[config.mk]
export PLATFORM = sky130hd
export DESIGN_NAME = mem_arbiter
export DESIGN_NICKNAME = d
export VERILOG_FILES = /design/src/rtl/mem_arbiter_pkg.sv /design/src/rtl/mem_arbiter.sv
export SDC_FILE = /design/constraint.sdc
export NUM_CORES = 1
export LEC_CHECK = 0
export ABC_AREA = 1
export CAP_MARGIN = 20
export CORE_AREA = 2 2 289 291
export CTS_BUF_LIST = sky130_fd_sc_hd__clkbuf_2
export DETAILED_ROUTE_END_ITERATION = 10
export DIE_AREA = 0 0 291 293
export MAX_ROUTING_LAYER = met4
export PLACE_DENSITY_LB_ADDON = 0.12
export SKIP_LAST_GASP = 1
export SYNTH_ARGS = -nofsm -noshare
export SYNTH_HDL_FRONTEND = slang
export SYNTH_SLANG_ARGS = --single-unit
export TNS_END_PERCENT = 1
[constraint.sdc]
create_clock -name clk -period 37.9 [get_ports clk]
set_input_delay 5.685 -clock clk [delete_from_list [all_inputs] [get_ports clk]]
set_output_delay 5.685 -clock clk [all_outputs]
set_load 0.02 [all_outputs]
[src/rtl/mem_arbiter_pkg.sv]
// Shared defines for the memory arbiter and the cache blocks: default geometry,
// FSM state encoding and requester IDs.
package mem_arbiter_pkg;

  localparam int LINE_WIDTH_DEF  = 128;
  localparam int ADDR_WIDTH_DEF  = 32;
  localparam int MEM_LATENCY_DEF = 5;
  localparam int CNT_WIDTH       = 4;

  typedef enum logic [1:0] {
    ST_IDLE    = 2'd0,
    ST_BUSY_IC = 2'd1,
    ST_BUSY_DC = 2'd2,
    ST_RESP    = 2'd3
  } arb_state_t;

  typedef enum logic {
    REQ_IC = 1'b0,
    REQ_DC = 1'b1
  } req_id_t;

endpackage

[src/rtl/mem_arbiter.sv]
// Arbitrates iCache and dCache line requests onto a single fixed-latency memory port.
// MEM_ARB_RR_EN: when defined, simultaneous requests are round-robin; otherwise dCache wins.
module mem_arbiter
  import mem_arbiter_pkg::*;
#(
  parameter int LINE_WIDTH  = LINE_WIDTH_DEF,
  parameter int ADDR_WIDTH  = ADDR_WIDTH_DEF,
  parameter int MEM_LATENCY = MEM_LATENCY_DEF
) (
  input  logic                  clk,
  input  logic                  reset,
  input  logic                  ic_req,
  input  logic [ADDR_WIDTH-1:0] ic_addr,
  output logic [LINE_WIDTH-1:0] ic_data,
  output logic                  ic_data_ready,
  input  logic                  dc_req,
  input  logic                  dc_wr,
  input  logic [ADDR_WIDTH-1:0] dc_addr,
  input  logic [LINE_WIDTH-1:0] dc_wdata,
  output logic [LINE_WIDTH-1:0] dc_data,
  output logic                  dc_data_ready,
  output logic                  mem_req,
  output logic                  mem_wr,
  output logic [ADDR_WIDTH-1:0] mem_addr,
  output logic [LINE_WIDTH-1:0] mem_wdata,
  input  logic [LINE_WIDTH-1:0] mem_rdata,
  output arb_state_t            state_dbg
);

  // Handshake: a requester raises *_req and holds it; the arbiter answers with a
  // one-cycle *_data_ready pulse, after which the requester may drop or re-raise req.
  localparam int                    OFFSET_BITS = $clog2(LINE_WIDTH / 8);
  localparam logic [ADDR_WIDTH-1:0] ALIGN_MASK  = {ADDR_WIDTH{1'b1}} << OFFSET_BITS;
  localparam logic [CNT_WIDTH-1:0]  CNT_LOAD    = CNT_WIDTH'(MEM_LATENCY - 1);

  arb_state_t            state_q, state_d;
  logic [CNT_WIDTH-1:0]  cnt_q, cnt_d;
  req_id_t               gnt_q, pick;
  logic                  grant;
  logic                  wr_q;
  logic                  last_beat;
  logic [ADDR_WIDTH-1:0] addr_q;
  logic [LINE_WIDTH-1:0] wdata_q, ic_data_q, dc_data_q;

`ifdef MEM_ARB_RR_EN
  logic prefer_dc_q;
`endif

  always_comb begin
    pick = REQ_DC;
    if (ic_req && dc_req) begin
`ifdef MEM_ARB_RR_EN
      pick = prefer_dc_q ? REQ_DC : REQ_IC;
`else
      pick = REQ_DC;
`endif
    end else if (ic_req) begin
      pick = REQ_IC;
    end
  end

  assign grant     = (state_q == ST_IDLE) && (ic_req || dc_req);
  assign last_beat = (state_q == ST_BUSY_IC || state_q == ST_BUSY_DC) && (cnt_q == '0);

  always_ff @(posedge clk or posedge reset) begin
    if (reset) begin
      state_q <= ST_IDLE;
      cnt_q   <= '0;
    end else begin
      state_q <= state_d;
      cnt_q   <= cnt_d;
    end
  end

  always_comb begin
    state_d       = state_q;
    cnt_d         = cnt_q;
    mem_req       = 1'b0;
    mem_wr        = 1'b0;
    ic_data_ready = 1'b0;
    dc_data_ready = 1'b0;
    case (state_q)
      ST_IDLE: begin
        if (grant) begin
          state_d = (pick == REQ_DC) ? ST_BUSY_DC : ST_BUSY_IC;
          cnt_d   = CNT_LOAD;
        end
      end
      ST_BUSY_IC, ST_BUSY_DC: begin
        mem_req = 1'b1;
        mem_wr  = (state_q == ST_BUSY_DC) && wr_q;
        if (cnt_q == '0) state_d = ST_RESP;
        else             cnt_d   = cnt_q - 1'b1;
      end
      ST_RESP: begin
        ic_data_ready = (gnt_q == REQ_IC);
        dc_data_ready = (gnt_q == REQ_DC);
        state_d       = ST_IDLE;
      end
      default: state_d = ST_IDLE;
    endcase
  end

  // Request attributes are frozen at the grant edge so the requester may drop req early.
  always_ff @(posedge clk or posedge reset) begin
    if (reset) begin
      gnt_q   <= REQ_DC;
      wr_q    <= 1'b0;
      addr_q  <= '0;
      wdata_q <= '0;
    end else if (grant) begin
      gnt_q   <= pick;
      wr_q    <= (pick == REQ_DC) && dc_wr;
      addr_q  <= ((pick == REQ_DC) ? dc_addr : ic_addr) & ALIGN_MASK;
      wdata_q <= dc_wdata;
    end
  end

  always_ff @(posedge clk or posedge reset) begin
    if (reset) begin
      ic_data_q <= '0;
      dc_data_q <= '0;
    end else if (last_beat && !wr_q) begin
      if (gnt_q == REQ_IC) ic_data_q <= mem_rdata;
      else                 dc_data_q <= mem_rdata;
    end
  end

`ifdef MEM_ARB_RR_EN
  // After reset the pointer favours dCache; each grant hands priority to the other side.
  always_ff @(posedge clk or posedge reset) begin
    if (reset)      prefer_dc_q <= 1'b1;
    else if (grant) prefer_dc_q <= (pick == REQ_IC);
  end
`endif

  assign mem_addr  = addr_q;
  assign mem_wdata = wdata_q;
  assign ic_data   = ic_data_q;
  assign dc_data   = dc_data_q;
  assign state_dbg = state_q;

endmodule

# Word-level counts from Yosys, hierarchy flattened
# Cells that the tools add are included.
# op_classes
addsub	1
n_eq_ne	6
mux	14
bitwise	1
reduce_logical	17
# op_table
operator	n
32-bit 2-to-1 mux	1
4-bit 2-to-1 mux	2
4-bit one-hot mux with 2 select lines	1
1-bit logical AND	6
1-bit 2-to-1 mux	6
2-bit 2-to-1 mux	3
2-bit inequality test, second input constant	3
2-bit one-hot mux with 3 select lines	1
2-bit AND reduction	3
2-bit equality test, second input constant	2
4-bit zero test	1
4-bit by 1-bit subtractor with 4-bit output, second input constant	1
3-bit AND reduction	1
2-bit by 1-bit equality test with 1-bit output, second input constant	1
2-bit zero test	1
1-bit logical OR	2
2-bit nonzero test	1
2-bit OR reduction	1
1-bit zero test	1
1-bit NOT	1
# word_totals
ff_bits	420
inputBits	325
word_cells	47

# Depth between registers and ports, before layout
# Gate-level depths: netlist (run 1).
# depth
ltp_word	5
ltp_mapped	10
depth_no_buf	8

# Worst setup path before layout (run 1)
# No wires, ideal clock.
# synth_timing
kind	register -> output
from	register state_q[0] (netlist: state_dbg[0])
to	output port mem_wr
t_arrival_ns	1.511
setup_slack_ns	30.704
stages_incl_launch_ff	6
n_path_buf	1
cell_sequence	dfrtp_1 -> inv_1 -> ha_1 -> buf_2 -> nand2_1 -> nor2_1
# synth_between
elab_chain_cells	3
# synth_lines
element	line	source
start, declared	mem_arbiter.sv:36	arb_state_t state_q, state_d;
start signal, assigned	mem_arbiter.sv:70	state_q <= state_d;
2-bit by 1-bit equality test with 1-bit output or 2-bit equality test (tied branches)	mem_arbiter.sv:82, mem_arbiter.sv:91	
2-bit OR reduction or 1-bit logical AND (tied branches)	mem_arbiter.sv:82, mem_arbiter.sv:91	
1-bit 2-to-1 mux (*)	mem_arbiter.sv:82	case (state_q)
end, declared	mem_arbiter.sv:23	output logic mem_wr,
# Mark *: on every way between the ends. The rest lies on a longest branch, timed or not.

# Worst setup path after layout (run 1)
# layout_timing
from	register state_q[1] (netlist: state_dbg[1])
to	output port mem_wr
# Same word-level chain as after synthesis.

==> results.sh, run 1 <==
export IMPL_avgRoutedWirePerCell_um=17.9
export IMPL_endpoint_kind="primary output"
export IMPL_drc=0
export IMPL_p_seq_share_pct=33.2
export IMPL_grt_pass1_wl_um=101000
export IMPL_worstSkewPairLatency_ps=1170
export IMPL_maxCapViolations=0
export IMPL_ir_drop_uv=38.4
export IMPL_power_density_nw_per_um2=93.8
export IMPL_ctsLongestPathBuffers=3
export IMPL_r2r_end="mem_wdata[23]$_DFFE_PP0P_"
export IMPL_cp_start_kind="flip-flop"
export IMPL_overflow=0
export IMPL_antenna_found_initial=9
export IMPL_worst_pin_slew_ps=1070
export IMPL_final_cell_mix="1204 x nand2_1, 734 x clkdlybuf4s50_1, 419 x dfrtp_1"
export IMPL_period_share_pct=22.7
export IMPL_grt_max_degree=121
export IMPL_ios=747
export IMPL_nFillCells=8703
export IMPL_multi_input_area_um2=5150
export IMPL_antenna_left=0
export IMPL_crit_type="reg -> out"
export IMPL_cellInternalPower_w=0.00138
export IMPL_drive_gt1_share_pct=7.94
export IMPL_hp_class="reg -> reg"
export IMPL_switching_share_pct=43.1
export IMPL_vias=15100
export IMPL_syn_area_um2=16400
export IMPL_critPathMaxStageDelay_ps=670
export IMPL_path_max_fanout=10
export IMPL_port_buffer_count=734
export IMPL_pre_cts_ws_ps=28480
export IMPL_rows=105
export IMPL_nNetsFinal=2970
export IMPL_setup_tns_ps=0
export IMPL_die_w_um=291
export IMPL_cp_cell_sequence="inv_1 -> ha_1 -> nand2_1 -> nor2_1 -> clkdlybuf4s50_1"
export IMPL_cts_resized=0
export IMPL_max_freq_mhz=116
export IMPL_min_from="ic_data[7]$_DFFE_PP0P_"
export IMPL_htree_levels=4
export IMPL_seq_area_um2=10500
export IMPL_skew_ps=87.7
export IMPL_cts_sinks=420
export IMPL_start_util_pct=20.1
export IMPL_place_gp_congestion=0.791
export IMPL_max_slew_margin_rel_pct=28.8
export IMPL_maxSlewViolCount=0
export IMPL_p_sw_w=0.00104
export IMPL_track_usage_pct=16.2
export IMPL_die_h_um=293
export IMPL_final_hold_violation_count=0
export IMPL_setup_viol=0
export IMPL_final_common_cell="nand2_1"
export IMPL_avgSynthCellArea_um2=8.84
export IMPL_period_needed_ps=8610
export IMPL_arrival_ps=2920
export IMPL_core_area_um2=81800
export IMPL_outcome="completed"
export IMPL_pwr_share_clk_pct=16.1
export IMPL_cts_buffers=130
export IMPL_rrSetupSlack_ps=34720
export IMPL_min_delay_path_depth=2
export IMPL_hold_end="ic_data[7]$_DFFE_PP0P_"
export IMPL_rr_worst_depth=7
export IMPL_ys_seq_area_share_pct=64.0
export IMPL_cts_tree="yes"
export IMPL_cts_setup_buffers=0
export IMPL_r2r_start="state_dbg[0]$_DFFE_PP0P_"
export IMPL_grt_pass1_vias=16000
export IMPL_finalWirelength_um=68000
export IMPL_slowest_stage="clkdlybuf4s50_1"
export IMPL_routed_via_density=3.98
export IMPL_cts_hold_buffers=0
export IMPL_fp_dieArea_um2=85300
export IMPL_finalWorstSetupSlack_ps=29290
export IMPL_netlist_instances=1859
export IMPL_cts_root_buffer="clkbuf_2"
export IMPL_rsz0062_at_grt="no"
export IMPL_crit_start="state_dbg[1]$_DFFE_PP0P_"
export IMPL_syn_to_final_growth_pct=57.0
export IMPL_required_ps=32220
export IMPL_drtIter0Drc=640
export IMPL_drtPass1Iterations=5
export IMPL_synthDistinctLibCells=21
export IMPL_yosysWarnings=0
export IMPL_dpl_hpwl_um=47400
export IMPL_clkTransAtPathRegs_ps=90
export IMPL_leakage_nw=12.6
export IMPL_power_frac_comb_pct=50.7
export IMPL_synth_seq_cells=420
Yosys cell counts (all sizes together):
master  count  area [µm²]
a21oi       4        20.0
buf        88         697
clkbuf     13        48.8
conb        1        3.75
dfrtp     419       10500
dfstp       1        26.3
ha          4        50.1
inv        17        63.8
nand2    1207        4530
nand3       4        20.0
nand4       1        12.5
nor2       35         144
o21ai      63         315
or2         2        12.5
routing by layer:
metal	track usage (%)	wire length, µm
met3	6.63	6250
met4	5.85	1610
met5	-	0
met1	17.3	26600
met2	26.8	33500
worst max-delay path: cells and delay by family (launching register included):
family / cells / cell delay [ps]
and+or+nand+nor: 2 / 190
DFF: 1 / 430
buffers and inverters: 2 / 730
adders and majority gates: 1 / 490
power by group through the flow:
stage / clock network [W] / logic, W / registers, W
global placement: 0 / 0.00125 / 0.000801
floorplan: 0 / 0.000334 / 0.00107
detailed placement: 0 / 0.00125 / 0.000807
CTS: 0.000416 / 0.00126 / 0.000804
global route: 0.000440 / 0.00133 / 0.000832
finish: 0.000389 / 0.00123 / 0.000802
cells by family (layout without fill, tap and decap cells):
| family | count (synthesis) | after routing | synth area share, % |
|---|---|---|---|
| buffers and inverters | 118 | 977 | 4.93 |
| adders and majority gates | 4 | 4 | 0.305 |
| and+or+nand+nor | 1249 | 1249 | 28.7 |
| AOI/OAI and AO/OA | 67 | 67 | 2.04 |
| DFF | 420 | 420 | 64.0 |
| other | 1 | 13 | 0.0228 |
sequential cells by signal (all words and copies together) (netlist names):
name and cells:
gnt_q 1, state_dbg 2, cnt_q 4, dc_data 128
wr_q 1, mem_addr 28, mem_wdata 128, ic_data 128
per-stage QoR:
step	power [W]	utilization [%]	hold WS, ps	instances	instance area (µm²)
floorplan	0.00141	-	453	1862	16400
global placement	0.00205	30.0	452	3579	24500
detailed placement	0.00206	30.0	457	3579	24500
CTS	0.00247	31.5	475	3791	25800
global route	0.00260	31.5	494	3799	25800
finish	0.00242	31.5	470	3800	25800
final cells by class:
class	count	share of cell area [%]
Sequential cell	420	40.7
Timing Repair Buffer	748	28.9
Inverter	17	0.286
Clock inverter	35	1.40
Tap cell	1070	5.19
Multi-Input combinational cell	1324	20.0
Antenna cell	9	0.0873
Clock buffer	177	3.43
how the worst max path moves through the flow:
stage,depth (start not counted),slack (ps),end
after floorplan,1,20530,cnt_q[0]$_DFFE_PP0P_
after global placement,5,28490,ic_data[57]$_DFFE_PP0P_
after detailed placement,5,28480,dc_data[40]$_DFFE_PP0P_
after CTS,5,29000,mem_wr
after global routing,5,28950,mem_wr
final,5,29290,mem_wr
(Power assumes the default switching activity.)
==> run 2: changes to the inputs <==
Settings changed: CORE_AREA 2 2 289 291 to 2 2 288 290, DIE_AREA 0 0 291 293 to 0 0 290 292.
Clock period 37.9 ns to 6.9 ns, I/O delays scaled along.
==> results.sh, run 2 (synthesized netlist as in run 1, its figures left out) <==
export IMPL_nFillCells=8633
export IMPL_max_slew_margin_rel_pct=30.5
export IMPL_drtPass1Iterations=6
export IMPL_grt_max_degree=159
export IMPL_rr_worst_depth=7
export IMPL_p_sw_w=0.00572
export IMPL_arrival_ps=2950
export IMPL_syn_to_final_growth_pct=56.8
export IMPL_cts_setup_buffers=0
export IMPL_design_area_um2=25800
export IMPL_endpoint_kind="primary output"
export IMPL_cts_tree="yes"
export IMPL_grt_pass1_wl_um=102000
export IMPL_pwr_share_clk_pct=15.2
export IMPL_cts_hold_buffers=1
export IMPL_final_common_cell="nand2_1"
export IMPL_required_ps=5860
export IMPL_drive_gt1_share_pct=8.31
export IMPL_rsz0062_at_grt="no"
export IMPL_worstSkewPairLatency_ps=1180
export IMPL_power_frac_comb_pct=51.3
export IMPL_antenna_found_initial=16
export IMPL_fp_dieArea_um2=84700
export IMPL_cts_resized=0
export IMPL_dpl_hpwl_um=46100
export IMPL_place_gp_congestion=0.791
export IMPL_power_density_nw_per_um2=511
export IMPL_die_w_um=290
export IMPL_crit_type="reg -> out"
export IMPL_period_share_pct=57.7
export IMPL_cellInternalPower_w=0.00745
export IMPL_overflow=0
export IMPL_ctsLongestPathBuffers=3
export IMPL_cp_cell_sequence="inv_1 -> ha_1 -> nand2_1 -> nor2_1 -> clkdlybuf4s50_1"
export IMPL_period_needed_ps=3980
export IMPL_rows=105
export IMPL_worst_pin_slew_ps=1040
export IMPL_path_max_fanout=10
export IMPL_die_h_um=292
export IMPL_nNetsFinal=2972
export IMPL_track_usage_pct=16.3
export IMPL_p_seq_share_pct=33.5
export IMPL_cts_sinks=420
export IMPL_ios=747
export IMPL_avgRoutedWirePerCell_um=17.8
export IMPL_r2r_end="mem_wdata[95]$_DFFE_PP0P_"
export IMPL_rrSetupSlack_ps=3720
export IMPL_finalWirelength_um=67700
export IMPL_final_cell_mix="1204 x nand2_1, 734 x clkdlybuf4s50_1, 419 x dfrtp_1"
export IMPL_core_area_um2=81600
export IMPL_ir_drop_uv=332
export IMPL_hp_class="in -> reg"
export IMPL_grt_pass1_vias=16200
export IMPL_maxCapViolations=0
export IMPL_leakage_nw=12.5
export IMPL_vias=15100
export IMPL_setup_viol=0
export IMPL_cts_root_buffer="clkbuf_2"
export IMPL_hold_end="mem_wdata[89]$_DFFE_PP0P_"
export IMPL_r2r_start="state_dbg[0]$_DFFE_PP0P_"
export IMPL_antenna_left=0
export IMPL_routed_via_density=3.97
export IMPL_slowest_stage="clkdlybuf4s50_1"
export IMPL_setup_tns_ps=0
export IMPL_place_area_um2=24500
export IMPL_cts_buffers=131
export IMPL_drtIter0Drc=659
export IMPL_maxSlewViolCount=0
export IMPL_skew_ps=101
export IMPL_htree_levels=4
export IMPL_min_delay_path_depth=3
export IMPL_max_freq_mhz=251
export IMPL_port_buffer_count=734
export IMPL_switching_share_pct=43.4
export IMPL_critPathMaxStageDelay_ps=660
export IMPL_final_hold_violation_count=0
export IMPL_cp_start_kind="flip-flop"
export IMPL_clkTransAtPathRegs_ps=90
export IMPL_start_util_pct=20.1
export IMPL_outcome="completed"
export IMPL_min_from="dc_wdata[89]"
export IMPL_drc=0
-- run 2: power by group through the flow --
stage / sequential, W / clock, W / combinational (W)
after floorplan: 0.00589 / 0 / 0.00183
after global placement: 0.00440 / 0 / 0.00684
after detailed placement: 0.00444 / 0 / 0.00686
after CTS: 0.00442 / 0.00215 / 0.00687
after global routing: 0.00458 / 0.00227 / 0.00731
final: 0.00441 / 0.00200 / 0.00676
-- run 2: worst max-delay path by stage --
| stage | from | endpoint | slack, ps | cells past startpoint |
|---|---|---|---|---|
| 6_report | state_dbg[0]$_DFFE_PP0P_ | mem_wr | 2920 | 5 |
| 3_3_place_gp | ic_req | mem_wdata[108]$_DFFE_PP0P_ | 2680 | 8 |
| 2_1_floorplan | reset | cnt_q[0]$_DFFE_PP0P_ | 200 | 1 |
| 4_1_cts | state_dbg[0]$_DFFE_PP0P_ | mem_wr | 2610 | 5 |
| 3_5_place_dp | ic_req | mem_wdata[108]$_DFFE_PP0P_ | 2640 | 8 |
| 5_1_grt | state_dbg[0]$_DFFE_PP0P_ | mem_wr | 2580 | 5 |
-- run 2: critical path, delay by kind of cell, from the launching register on --
family / cells / cell delay [ps]
buffers and inverters: 2 / 740
AND/OR/NAND/NOR: 2 / 180
flip-flops: 1 / 410
adder cells (fa/ha/maj): 1 / 500
-- run 2: area by class of cell --
type | instances | area (µm²) | area share (%)
clock buffers | 187 | 936 | 3.63
multi-input cells | 1324 | 5150 | 20.0
flip-flops and latches | 420 | 10500 | 40.8
inverters | 17 | 70.1 | 0.272
diodes | 16 | 40.0 | 0.155
well taps | 1070 | 1340 | 5.20
clock inverters | 22 | 214 | 0.830
repair buffers | 749 | 7510 | 29.1
-- run 2: layer usage --
metal	share of wire [%]	vias to the layer above	global-route usage [%]
li1	-	7285	-
met1	39	7122	17.2
met2	48	594	26.5
met3	9.6	121	7.29
met4	3.3	0	7.16
met5	0	-	-
-- run 2: through the flow --
stage / std cells / util, % / setup slack [ps] / total power (W) / hold WS (ps)
global placement: 3578 / 30.1 / 2680 / 0.0112 / 454
floorplan: 1862 / - / 200 / 0.00772 / 453
global route: 3805 / 31.6 / 2580 / 0.0142 / 186
CTS: 3788 / 31.5 / 2610 / 0.0134 / 81.7
detailed placement: 3578 / 30.1 / 2640 / 0.0113 / 457
finish: 3805 / 31.6 / 2920 / 0.0132 / 394
==> run 3: changes to the inputs <==
Clock period 6.9 ns to 3.5 ns, I/O delays scaled along.
==> results.sh, run 3 (synthesized netlist as in run 1, its figures left out) <==
export IMPL_met3_usage_pct=5.53
export IMPL_cts_tree="yes"
export IMPL_maxSlewViolCount=0
export IMPL_critPathBufInv=2
export IMPL_crit_type="reg -> out"
export IMPL_max_slew_margin_rel_pct=33.4
export IMPL_finalWirelength_um=68700
export IMPL_grt_util_met1_pct=17.9
export IMPL_avgRoutedWirePerCell_um=16.7
export IMPL_antenna_found_initial=9
export IMPL_ios=747
export IMPL_track_usage_pct=16.5
export IMPL_cts_root_buffer="clkbuf_2"
export IMPL_drtIter0Drc=554
export IMPL_syn_to_final_growth_pct=76.3
export IMPL_rr_worst_depth=8
export IMPL_cts_setup_buffers=0
export IMPL_htree_levels=3
export IMPL_power_density_nw_per_um2=904
export IMPL_ctsLongestPathBuffers=3
export IMPL_endpoint_kind="primary output"
export IMPL_outcome="completed"
export IMPL_vias=16300
export IMPL_fp_dieArea_um2=84700
export IMPL_worst_pin_slew_ps=997
export IMPL_final_cell_mix="1204 x nand2_1, 732 x clkdlybuf4s50_1, 419 x dfrtp_1"
export IMPL_design_area_um2=29000
export IMPL_grt_pass1_wl_um=105000
export IMPL_drive_gt1_share_pct=7.11
export IMPL_top_usage_layer="met2"
export IMPL_crit_path_end="mem_wr"
export IMPL_total_power_w=0.0262
export IMPL_setup_tns_ps=0
export IMPL_met2_usage_pct=27.4
export IMPL_routed_via_density=3.95
export IMPL_rows=105
export IMPL_final_hold_violation_count=0
export IMPL_path_depth=5
export IMPL_r2r_start="state_dbg[0]$_DFFE_PP0P_"
export IMPL_path_max_fanout=10
export IMPL_arrival_ps=2560
export IMPL_maxCapViolations=0
export IMPL_final_common_cell="nand2_1"
export IMPL_antenna_left=0
export IMPL_hold_slack_ps=252
export IMPL_slowest_stage="ha_2"
export IMPL_rrSetupSlack_ps=1010
export IMPL_hp_class="in -> reg"
export IMPL_required_ps=2970
export IMPL_period_share_pct=88.0
export IMPL_r2r_end="mem_addr[26]$_DFFE_PP0P_"
export IMPL_rsz0062_at_grt="no"
export IMPL_leakage_nw=13.9
export IMPL_overflow=0
export IMPL_instances_no_fill=4116
export IMPL_grt_pass1_vias=17500
export IMPL_setup_viol=0
export IMPL_grt_max_degree=160
export IMPL_dp_cells=3592
export IMPL_clkTransAtPathRegs_ps=100
export IMPL_critPathMaxStageDelay_ps=430
export IMPL_skew_ps=105
export IMPL_place_gp_congestion=0.830
export IMPL_port_buffer_count=734
export IMPL_nFillCells=8443
export IMPL_max_freq_mhz=325
export IMPL_worstSkewPairLatency_ps=1110
export IMPL_start_util_pct=20.1
export IMPL_ir_drop_uv=553
export IMPL_cp_cell_sequence="inv_1 -> ha_2 -> nand2_1 -> nor2_1 -> dlygate4sd2_1"
export IMPL_drtPass1Iterations=5
export IMPL_die_w_um=290
export IMPL_place_area_um2=24800
export IMPL_drc=0
export IMPL_period_needed_ps=3080
export IMPL_cts_sinks=420
export IMPL_crit_start="state_dbg[0]$_DFFE_PP0P_"
export IMPL_cp_start_kind="flip-flop"
export IMPL_multi_input_area_um2=5150
export IMPL_nNetsFinal=3286
export IMPL_seq_area_um2=10500
export IMPL_cts_buffers=120
export IMPL_dpl_hpwl_um=46800
export IMPL_die_h_um=292
export IMPL_core_area_um2=81600
export IMPL_path_delay_family="buffers and inverters"
[run 3: changes by cell type in the layout (fill, tap and decap cells not counted), sizes merged]
cell           delta
dlymetal6s2s      +1
inv               +1
buf              +13
dlygate4sd3     +312
diode             -6
clkbuf           -20
clkdlybuf4s50     -2
clkinv           +17
bufinv            -3
dlygate4sd2       +1
clkinvlp          -3
[run 3: power breakdown]
part | internal, W | total [W] | switching (W)
sequential | 0.00732 | 0.00870 | 0.00138
combinational | 0.00618 | 0.0139 | 0.00774
clock | 0.00137 | 0.00356 | 0.00219
total | 0.0149 | 0.0262 | 0.0113
[run 3: stage by stage]
stage / setup slack [ps] / utilization (%)
floorplan: -2690 / -
global placement: 1040 / 30.4
detailed placement: 1010 / 30.4
CTS: -43.8 / 35.5
global route: 105 / 35.5
finish: 419 / 35.5
[run 3: what timing repair did]
item,in CTS,in global routing
resized for setup,2,1
endpoints found under the setup margin,2,1
endpoints found under the hold margin,441,0
pin swaps,0,0
hold buffers,313,0
gates cloned,0,0
[run 3: tightest hold or removal path, stage by stage]
cell             delay (ps)
clkdlybuf4s50_1         550
nand2_1                 130
nand2_1                  50
[run 3: worst min-delay path by stage]
stage	from	to	cells after the start	slack (ps)
floorplan	cnt_q[0]$_DFFE_PP0P_	cnt_q[0]$_DFFE_PP0P_	2	450
global placement	dc_data[28]$_DFFE_PP0P_	dc_data[28]$_DFFE_PP0P_	2	450
detailed placement	ic_data[47]$_DFFE_PP0P_	ic_data[47]$_DFFE_PP0P_	2	460
CTS	mem_rdata[107]	dc_data[107]$_DFFE_PP0P_	3	10
global route	mem_rdata[107]	dc_data[107]$_DFFE_PP0P_	3	120
finish	mem_rdata[107]	dc_data[107]$_DFFE_PP0P_	3	250
[run 3: layout make-up]
type,count,share of cell area [%]
flip-flops and latches,420,36.3
repair buffers,1074,37.5
clock inverters,34,0.609
clock buffers,167,2.88
well taps,1070,4.62
multi-input cells,1324,17.8
diodes,10,0.0864
inverters,17,0.242
[run 3: routing by layer]
metal / part of all wire (%) / wire, µm / vias up
li1: - / - / 7889
met1: 39 / 26700 / 7634
met2: 49 / 33900 / 612
met3: 8.4 / 5740 / 139
met4: 3.6 / 2460 / 0
met5: 0 / 0 / -
